## src/rtl/halt_mon_pkg.sv

```systemverilog
// halt_mon_pkg: shared types and constants for pipeline_halt_monitor.
//   halt_mon_state_t        monitor FSM states
//   HALT_MON_DEFAULT_INSTR  default end-of-program encoding
//   STG_*                   stage indices of the exported pipeline
//   halt_mon_cnt_w()        bits needed to hold a down-counter preset
package halt_mon_pkg;

    typedef enum logic [2:0] {
        ST_IDLE    = 3'd0,
        ST_RUN     = 3'd1,
        ST_DRAIN   = 3'd2,
        ST_HALTED  = 3'd3,
        ST_TIMEOUT = 3'd4
    } halt_mon_state_t;

    localparam logic [31:0] HALT_MON_DEFAULT_INSTR = 32'h0000_0001;

    localparam int unsigned STG_IF  = 0;
    localparam int unsigned STG_DE  = 1;
    localparam int unsigned STG_EX  = 2;
    localparam int unsigned STG_MEM = 3;
    localparam int unsigned STG_WB  = 4;

    // Width of a counter that must hold values 0..n-1 (at least 1 bit).
    function automatic int unsigned halt_mon_cnt_w(input int unsigned n);
        return (n > 1) ? $clog2(n) : 1;
    endfunction

endpackage

```

## src/rtl/halt_mon_sat_counter.sv

```systemverilog
// halt_mon_sat_counter: up-counter that sticks at its all-ones value.
//   clk, rst_n  clock, asynchronous active-low reset
//   clr         synchronous clear (priority over inc)
//   inc         count enable
//   count       registered count value
module halt_mon_sat_counter #(
    parameter int unsigned W = 32
) (
    input  logic         clk,
    input  logic         rst_n,
    input  logic         clr,
    input  logic         inc,
    output logic [W-1:0] count
);

    localparam logic [W-1:0] CNT_MAX = '1;

    always_ff @(posedge clk or negedge rst_n) begin
        if (!rst_n) begin
            count <= '0;
        end else if (clr) begin
            count <= '0;
        end else if (inc && (count != CNT_MAX)) begin
            count <= count + W'(1);
        end
    end

endmodule

```

## src/rtl/pipeline_halt_monitor.sv

```systemverilog
// pipeline_halt_monitor: watches one pipeline stage for the halt encoding,
// drains for DRAIN_CYCLES, then raises a sticky halt flag. Keeps saturating
// cycle and retired-instruction counters over the RUN and DRAIN phases.
// Optional watchdog enabled by defining HALT_MON_TIMEOUT_EN.
//   clk_clk, reset_reset_n  clock, asynchronous active-low reset
//   enable_i                run gate (ignored while draining)
//   clear_i                 synchronous return to IDLE, clears flags/counters
//   instr_i, valid_i        per-stage instruction export, stage s at [s*XLEN +: XLEN]
//   halt_pending_o          draining after a hit
//   halt_o                  sticky program-finished flag
//   timeout_o               sticky watchdog flag (0 without the watchdog)
//   cycle_count_o           cycles spent running or draining
//   retire_count_o          valid WB instructions while running or draining
module pipeline_halt_monitor
    import halt_mon_pkg::*;
#(
    parameter int unsigned     NUM_STAGES     = 5,
    parameter int unsigned     XLEN           = 32,
    parameter logic [XLEN-1:0] HALT_INSTR     = XLEN'(HALT_MON_DEFAULT_INSTR),
    parameter int unsigned     HALT_STAGE     = STG_EX,
    parameter int unsigned     DRAIN_CYCLES   = 10,
    parameter int unsigned     CNT_W          = 32,
    parameter int unsigned     TIMEOUT_CYCLES = 1_000_000
) (
    input  logic                       clk_clk,
    input  logic                       reset_reset_n,
    input  logic                       enable_i,
    input  logic                       clear_i,
    input  logic [NUM_STAGES*XLEN-1:0] instr_i,
    input  logic [NUM_STAGES-1:0]      valid_i,
    output logic                       halt_pending_o,
    output logic                       halt_o,
    output logic                       timeout_o,
    output logic [CNT_W-1:0]           cycle_count_o,
    output logic [CNT_W-1:0]           retire_count_o
);

    localparam int unsigned DRN_W      = halt_mon_cnt_w(DRAIN_CYCLES);
    localparam int unsigned DRAIN_LOAD = (DRAIN_CYCLES > 0) ? DRAIN_CYCLES - 1 : 0;

    // Elaboration-time parameter sanity checks.
    if (HALT_STAGE >= NUM_STAGES) begin : g_bad_stage
        $error("HALT_STAGE must be below NUM_STAGES");
    end
    if (TIMEOUT_CYCLES == 0) begin : g_bad_timeout
        $error("TIMEOUT_CYCLES must be non-zero");
    end

    halt_mon_state_t  state, state_next;
    logic [DRN_W-1:0] drain_cnt, drain_next;
    logic             hit;
    logic             run_en;
    logic             count_en;
    logic             wd_expire;
    logic             unused_bits;

    // Only the watched stage slice and the WB valid are consumed.
    assign unused_bits = ^{instr_i, valid_i};

    assign hit      = valid_i[HALT_STAGE] &&
                      (instr_i[HALT_STAGE*XLEN +: XLEN] == HALT_INSTR);
    assign run_en   = (state == ST_RUN) && enable_i;
    assign count_en = run_en || (state == ST_DRAIN);

    halt_mon_sat_counter #(.W(CNT_W)) u_cycle_cnt (
        .clk   (clk_clk),
        .rst_n (reset_reset_n),
        .clr   (clear_i),
        .inc   (count_en),
        .count (cycle_count_o)
    );

    halt_mon_sat_counter #(.W(CNT_W)) u_retire_cnt (
        .clk   (clk_clk),
        .rst_n (reset_reset_n),
        .clr   (clear_i),
        .inc   (count_en && valid_i[NUM_STAGES-1]),
        .count (retire_count_o)
    );

`ifdef HALT_MON_TIMEOUT_EN
    localparam int unsigned WD_W = $clog2(TIMEOUT_CYCLES + 1);

    logic [WD_W-1:0] wd_count;

    // Watchdog counts enabled RUN cycles; a hit on the limit cycle wins.
    halt_mon_sat_counter #(.W(WD_W)) u_wd_cnt (
        .clk   (clk_clk),
        .rst_n (reset_reset_n),
        .clr   (clear_i),
        .inc   (run_en && !hit),
        .count (wd_count)
    );

    assign wd_expire = run_en && !hit && (wd_count == WD_W'(TIMEOUT_CYCLES - 1));

    always_ff @(posedge clk_clk or negedge reset_reset_n) begin
        if (!reset_reset_n) begin
            timeout_o <= 1'b0;
        end else if (clear_i) begin
            timeout_o <= 1'b0;
        end else begin
            timeout_o <= (state == ST_TIMEOUT);
        end
    end
`else
    assign wd_expire = 1'b0;
    assign timeout_o = 1'b0;
`endif

    // State and drain-counter registers.
    always_ff @(posedge clk_clk or negedge reset_reset_n) begin
        if (!reset_reset_n) begin
            state     <= ST_IDLE;
            drain_cnt <= '0;
        end else begin
            state     <= state_next;
            drain_cnt <= drain_next;
        end
    end

    // Next-state logic; clear_i overrides every transition.
    always_comb begin
        state_next = state;
        drain_next = drain_cnt;
        case (state)
            ST_IDLE: begin
                if (enable_i) begin
                    state_next = ST_RUN;
                end
            end
            ST_RUN: begin
                if (run_en && hit) begin
                    if (DRAIN_CYCLES == 0) begin
                        state_next = ST_HALTED;
                    end else begin
                        state_next = ST_DRAIN;
                        drain_next = DRN_W'(DRAIN_LOAD);
                    end
                end else if (wd_expire) begin
                    state_next = ST_TIMEOUT;
                end
            end
            ST_DRAIN: begin
                if (drain_cnt == '0) begin
                    state_next = ST_HALTED;
                end else begin
                    drain_next = drain_cnt - DRN_W'(1);
                end
            end
            default: begin
            end
        endcase
        if (clear_i) begin
            state_next = ST_IDLE;
            drain_next = '0;
        end
    end

    // Registered status flags follow the state one cycle later.
    always_ff @(posedge clk_clk or negedge reset_reset_n) begin
        if (!reset_reset_n) begin
            halt_pending_o <= 1'b0;
            halt_o         <= 1'b0;
        end else if (clear_i) begin
            halt_pending_o <= 1'b0;
            halt_o         <= 1'b0;
        end else begin
            halt_pending_o <= (state == ST_DRAIN);
            halt_o         <= (state == ST_HALTED);
        end
    end

endmodule

```

## config.mk

```make
export PLATFORM = sky130hd
export DESIGN_NAME = pipeline_halt_monitor
export DESIGN_NICKNAME = d
export VERILOG_FILES = /design/src/rtl/halt_mon_pkg.sv /design/src/rtl/halt_mon_sat_counter.sv /design/src/rtl/pipeline_halt_monitor.sv
export SDC_FILE = /design/constraint.sdc
export NUM_CORES = 1
export LEC_CHECK = 0
export CORE_MARGIN = 3
export CORE_UTILIZATION = 30
export DETAILED_ROUTE_END_ITERATION = 7
export PLACE_DENSITY_LB_ADDON = 0.25
export SLEW_MARGIN = 10
export SYNTH_ARGS = -nofsm -noshare
export SYNTH_HDL_FRONTEND = slang
export SYNTH_SLANG_ARGS = --single-unit
```

## constraint.sdc

```tcl
create_clock -name clk_clk -period 4.11 [get_ports clk_clk]
set_input_delay 0.822 -clock clk_clk [delete_from_list [all_inputs] [get_ports clk_clk]]
set_output_delay 0.822 -clock clk_clk [all_outputs]
set_load 0.03 [all_outputs]
```

==> impl_metrics.env, run 1 <==
export IMPL_io_pins=236
export IMPL_cts_root_buf="clkbuf_16"
export IMPL_synth_simple_area_share=0.291
export IMPL_cts_setup_buffers=0
export IMPL_grt_overflow_total=0
export IMPL_clk_pin_slew_ps=60
export IMPL_fin_nets=757
export IMPL_via_count=4189
export IMPL_grt_pass1_vias=3900
export IMPL_dp_worst_setup_slack_ps=571
export IMPL_cp_max_fo=12
export IMPL_wirelength_um=12100
export IMPL_htree_levels=3
export IMPL_die_x_um=126
export IMPL_synthCells=486
export IMPL_route_detailed_drc=0
export IMPL_rows=43
export IMPL_cap_viol_max_count=0
export IMPL_synth_compound_area_frac=0.164
export IMPL_viasPerCell=5.48
export IMPL_fp_dieH_um=126
export IMPL_rsz0062_at_grt="no"
export IMPL_setup_slack_ps=931
export IMPL_outcome="completed"
export IMPL_yosys_warnings=0
export IMPL_fillers=1366
export IMPL_synth_ff_type="dfrtp_1"
export IMPL_power_density_nw_per_um2=332
export IMPL_start_util=0.310
export IMPL_synth_area_leader_cell="dfrtp_1"
export IMPL_min_period_ps=3180
export IMPL_insertion_delay_ps=340
export IMPL_wl_per_cell_um=15.9
export IMPL_startpoint="enable_i"
export IMPL_worstMarginPinSlew_ps=876
export IMPL_antenna_found_initial=0
export IMPL_r2r_end="u_retire_cnt.count[26]"
export IMPL_period_share=0.773
export IMPL_synth_edf_count=0
export IMPL_synth_area_per_cell_um2=8.96
export IMPL_core_um2=14000
export IMPL_fin_skew_ps=5.03
export IMPL_drv_slew=0
export IMPL_ys_seq_area_frac=0.414
export IMPL_track_usage=0.151
export IMPL_finalSetupViolations=0
export IMPL_synth_top_family_by_area="simple AND/OR/NAND/NOR gates"
export IMPL_holdBufCountCts=0
export IMPL_final_layout_size_suffix_gt1_frac=0.0753
export IMPL_ant_nets=0
export IMPL_ys_ff_latch=72
export IMPL_synthMuxAreaShare=0.0250
export IMPL_antennaDiodeCount=0
export IMPL_die_area_um2=16000
export IMPL_dr_pass1_iters=4
export IMPL_hp_class="input pin to asynchronous set/reset pin"
export IMPL_required_ps=4390
export IMPL_fmax_mhz=315
export IMPL_regToRegStartpoint="state[0]"
export IMPL_clkSinkCount=72
export IMPL_reg2reg_depth=7
export IMPL_gp_congestion=0.837
export IMPL_port_buffer_count=103
export IMPL_syn_to_final_growth_pct=34.5
export IMPL_setup_tns_ps=0
export IMPL_ys_types=50
export IMPL_yosysTopAreaCellShare=0.414
export IMPL_slowest_delay_ps=780
export IMPL_cts_buffers=9
export IMPL_hold_viol=0
export IMPL_worstSetupPathType="input pin to flop"
export IMPL_synthTopCellsByArea="dfrtp_1, or4_1, nor2_1"
export IMPL_irDropWorstVdd_mv=0.204
export IMPL_synth_nets=664
export IMPL_synth_adder_area_share=0.0259
export IMPL_hpwlAfterDp_um=8760
export IMPL_cpMaxStageDelayCell="or4b_1"
export IMPL_path_cells="clkdlybuf4s50_1, a21oi_2, or4b_1, or4b_4, or4_1, nand2_1"
export IMPL_netlist_area_um2=4360
export IMPL_worstSetupEndpoint="u_retire_cnt.count[26]"
export IMPL_grt_max_degree=47
export IMPL_async_flop_share=1.00
export IMPL_end_kind="flop"
export IMPL_grt_pass1_wl_um=19800
export IMPL_cp_start_kind="input pin"
export IMPL_cts_tree="yes"
export IMPL_cts_max_path_buffers=2
export IMPL_cellLeakagePower_nw=2.18
export IMPL_cts_resized=0
export IMPL_max_slew_margin_rel=0.411
export IMPL_synth_xor_area_frac=0.0382
export IMPL_crit_arrival_ps=3460
export IMPL_reg2reg_setup_slack_ps=960
export IMPL_detail_route_iter0_violations=250
==> worst max-delay path, delay by kind of cell <==
family | cells | cell delay (ps)
and+or+nand+nor | 4 | 1940
AOI/OAI and AO/OA | 1 | 160
buffers and inverters | 1 | 560
==> routing by layer <==
metal  GRT usage  share of wire
met3      0.0408          0.060
met2       0.236           0.46
met4      0.0492          0.015
met5           0              0
met1       0.205           0.47
==> power by group <==
part	switching [mW]	leakage [nW]	internal, mW
registers	0.0326	1.00	0.735
clock network	0.324	0.145	0.488
logic	0.214	1.03	0.149
total	0.570	2.18	1.37
==> state kept, by name, summed over array words and instances, names as in the netlist <==
name	cells
halt_pending_o	1
halt_o	1
drain_cnt	4
u_retire_cnt.count	32
state	2
u_cycle_cnt.count	32
==> cell usage in the layout (no fill, tap or decap), types with 12 or more instances in the layout <==
| cell type | n |
|---|---|
| o21ai_0 | 17 |
| nand2_1 | 29 |
| o31ai_1 | 17 |
| clkdlybuf4s50_1 | 101 |
| and3_1 | 12 |
| nand3_1 | 25 |
| nor2_1 | 48 |
| or4_1 | 25 |
| nand4_1 | 18 |
| nor2b_1 | 16 |
| xnor2_1 | 19 |
| a21oi_1 | 34 |
| inv_1 | 16 |
| dfrtp_1 | 72 |
==> cell type report <==
type | instances | area [µm²] | share of cell area
multi-input combinational | 370 | 2390 | 0.408
clock inverter | 6 | 67.6 | 0.0115
tap | 180 | 225 | 0.0385
sequential | 72 | 1800 | 0.308
clock buffer | 10 | 239 | 0.0408
inverter | 16 | 60.1 | 0.0103
timing repair buffer | 110 | 1070 | 0.183
==> kinds of logic after synthesis <==
family,count (synthesis)
other,1
flip-flops,72
XOR/XNOR,19
AND/OR/NAND/NOR,224
AO/OA/AOI/OAI,107
multiplexers,10
adder cells (fa/ha/maj),9
buffers and inverters,44
==> synth_stat cells (5+ instances only) <==
| cell type | n |
|---|---|
| dfrtp_1 | 72 |
| nor2_1 | 48 |
| a21oi_1 | 34 |
| nand2_1 | 29 |
| nand3_1 | 25 |
| or4_1 | 25 |
| clkbuf_1 | 20 |
| xnor2_1 | 19 |
| nand4_1 | 18 |
| o21ai_0 | 17 |
| o31ai_1 | 17 |
| inv_1 | 16 |
| nor2b_1 | 16 |
| and3_1 | 12 |
| a2111oi_0 | 11 |
| nor4_1 | 11 |
| or3_1 | 10 |
| ha_1 | 9 |
| and4_1 | 7 |
| mux2_2 | 7 |
| a211oi_1 | 6 |
| nor3_1 | 6 |
| buf_2 | 5 |
==> worst min path at each step <==
stage	startpoint	endpoint	slack (ps)	cells past startpoint
floorplan	drain_cnt[2]	drain_cnt[2]	500	1
global placement	drain_cnt[2]	drain_cnt[2]	520	1
detailed placement	drain_cnt[2]	drain_cnt[2]	540	1
CTS	reset_reset_n	u_retire_cnt.count[26]	480	1
global route	reset_reset_n	u_retire_cnt.count[24]	520	1
finish	reset_reset_n	u_retire_cnt.count[26]	470	1
==> stage by stage <==
step | util | total power, mW | hold WS (ps) | std cells | area [µm²]
2_1_floorplan | - | 1.01 | 503 | 486 | 4360
3_3_place_gp | 0.395 | 1.13 | 524 | 748 | 5540
3_5_place_dp | 0.395 | 1.15 | 537 | 748 | 5540
4_1_cts | 0.416 | 1.97 | 484 | 764 | 5850
5_1_grt | 0.417 | 2.05 | 519 | 764 | 5860
6_report | 0.417 | 1.94 | 475 | 764 | 5860
No activity file was read; power rests on OpenSTA's default activity.
==> run 2, diff against run 1 <==
- clock period: 4.11 -> 3.2 ns (I/O delays scaled with it)
==> run 2 against run 1 <==
Wire length is 0.35% higher. Sequential power is 28% higher. Register-to-register slack got worse by 540 ps. First-iteration DRC count grew 49%. Hold slack worse by 150 ps. Total power grew 34%. Cell area increased by 1.2%. Die area unchanged. Flip-flop and latch count unchanged. Clock power up 37%. Critical path type is now flop to flop. Largest power group unchanged. Highest routed layer unchanged.
==> impl_metrics.env, run 2 (same netlist as run 1, synthesis figures left out) <==
export IMPL_route_detailed_drc=0
export IMPL_max_slew_margin_rel=0.597
export IMPL_cap_viol_max_count=0
export IMPL_port_buffer_count=103
export IMPL_cp_start_kind="flop"
export IMPL_setup_tns_ps=0
export IMPL_hp_class="input pin to asynchronous set/reset pin"
export IMPL_p_int_mw=1.88
export IMPL_die_x_um=126
export IMPL_crit_arrival_ps=3000
export IMPL_clkPwrFrac=0.426
export IMPL_hpwlAfterDp_um=8530
export IMPL_syn_to_final_growth_pct=36.1
export IMPL_top_regs="u_cycle_cnt.count x32, u_retire_cnt.count x32, drain_cnt x4"
export IMPL_regToRegStartpoint="state[1]"
export IMPL_p_seq_frac=0.380
export IMPL_htree_levels=3
export IMPL_track_usage=0.153
export IMPL_clk_pin_slew_ps=60
export IMPL_cpLargestDelayFamily="simple AND/OR/NAND/NOR gates"
export IMPL_worstMarginPinSlew_ps=590
export IMPL_worstSetupPathType="flop to flop"
export IMPL_via_count=4232
export IMPL_cts_setup_buffers=0
export IMPL_core_um2=14000
export IMPL_insertion_delay_ps=330
export IMPL_grt_overflow_total=0
export IMPL_drv_slew=0
export IMPL_cpMaxStageDelayCell="or4_1"
export IMPL_die_area_um2=16000
export IMPL_setup_slack_ps=416
export IMPL_clkSinkCount=72
export IMPL_cts_max_path_buffers=2
export IMPL_rsz0062_at_grt="no"
export IMPL_fin_skew_ps=6.90
export IMPL_fin_nets=764
export IMPL_final_util=0.422
export IMPL_end_kind="flop"
export IMPL_dp_worst_setup_slack_ps=94.8
export IMPL_outcome="completed"
export IMPL_fp_dieH_um=126
export IMPL_reg2reg_depth=7
export IMPL_cts_root_buf="clkbuf_16"
export IMPL_rows=43
export IMPL_hold_viol=0
export IMPL_cp_max_fo=8
export IMPL_required_ps=3420
export IMPL_pwr_share_comb=0.194
export IMPL_grt_pass1_wl_um=20300
export IMPL_cts_tree="yes"
export IMPL_min_period_ps=2780
export IMPL_p_sw_uw=712
export IMPL_holdBufCountCts=0
export IMPL_layout_common_cells="clkdlybuf4s50_1, dfrtp_1, nor2_1"
export IMPL_period_share=0.870
export IMPL_gp_congestion=0.791
export IMPL_cp_num_buf_inv=1
export IMPL_fmax_mhz=359
export IMPL_grt_max_degree=73
export IMPL_grt_pass1_vias=4054
export IMPL_power_density_nw_per_um2=438
export IMPL_cts_buffers=9
export IMPL_wirelength_um=12200
export IMPL_slowest_delay_ps=580
export IMPL_cts_resized=0
export IMPL_irDropWorstVdd_mv=0.244
export IMPL_antennaDiodeCount=0
export IMPL_viasPerCell=5.50
export IMPL_wl_per_cell_um=15.8
export IMPL_ant_nets=0
export IMPL_detail_route_iter0_violations=372
export IMPL_switching_share=0.275
export IMPL_final_layout_size_suffix_gt1_frac=0.0831
export IMPL_reg2reg_setup_slack_ps=420
export IMPL_r2r_end="u_cycle_cnt.count[29]"
export IMPL_start_util=0.310
export IMPL_dr_pass1_iters=4
export IMPL_cellLeakagePower_nw=2.22
export IMPL_path_cells="inv_1, ha_1, a21oi_2, or4_1, a2111o_1, nor3_1, mux2_2"
export IMPL_antenna_found_initial=0
export IMPL_layout_commonest_cell="clkdlybuf4s50_1"
export IMPL_finalSetupViolations=0
export IMPL_io_pins=236
export IMPL_fillers=1403
==> run 2: changes by cell type in the layout (fill, tap and decap cells not counted), sizes merged <==
cell,change
buf,+7
clkbuf,+2
clkinvlp,-2
bufinv,+1
clkinv,-1
inv,-1
==> run 2: worst max-delay path by stage <==
stage / from / to / cells past startpoint
floorplan: u_retire_cnt.count[0] / u_retire_cnt.count[26] / 6
global placement: enable_i / u_cycle_cnt.count[29] / 6
detailed placement: enable_i / u_cycle_cnt.count[29] / 6
CTS: state[1] / u_cycle_cnt.count[29] / 7
global route: state[1] / u_retire_cnt.count[18] / 8
finish: state[1] / u_cycle_cnt.count[29] / 7
==> run 2: worst register-to-register path: cells and delay by family (launching register included) <==
| kind | cells | cell delay [ps] |
|---|---|---|
| simple gates | 2 | 780 |
| compound gates | 2 | 670 |
| flops | 1 | 410 |
| fa+ha+maj | 1 | 350 |
| mux | 1 | 350 |
| buf+inv | 1 | 110 |
==> run 2: cell type report <==
type	count	area [µm²]	share of cell area
Inverter	16	60.1	0.0101
Clock buffer	12	256	0.0433
Tap cell	180	225	0.0380
Multi-Input combinational cell	370	2380	0.402
Sequential cell	72	1800	0.304
Timing Repair Buffer	117	1140	0.192
Clock inverter	3	65.1	0.0110
==> run 2: routing by layer <==
metal / GRT usage / vias up / share of wire
li1: - / 2032 / -
met1: 0.209 / 2063 / 0.47
met2: 0.240 / 128 / 0.46
met3: 0.0366 / 9 / 0.062
met4: 0.0498 / 0 / 0.011
met5: 0 / - / 0
==> run 2: per-stage QoR <==
step | total power, mW | hold slack (ps) | area, µm² | cells
2_1_floorplan | 1.30 | 344 | 4360 | 486
5_1_grt | 2.73 | 380 | 5930 | 770
6_report | 2.59 | 323 | 5930 | 770
3_5_place_dp | 1.51 | 559 | 5610 | 755
3_3_place_gp | 1.49 | 524 | 5610 | 755
4_1_cts | 2.62 | 357 | 5930 | 770
==> run 2: power groups by stage <==
stage | Clock [mW] | Sequential, mW | Combinational (mW)
after floorplan | 0 | 1.02 | 0.278
after global placement | 0 | 0.999 | 0.487
after detailed placement | 0 | 1.00 | 0.506
after CTS | 1.13 | 0.984 | 0.507
after global routing | 1.17 | 0.990 | 0.565
final | 1.11 | 0.985 | 0.503
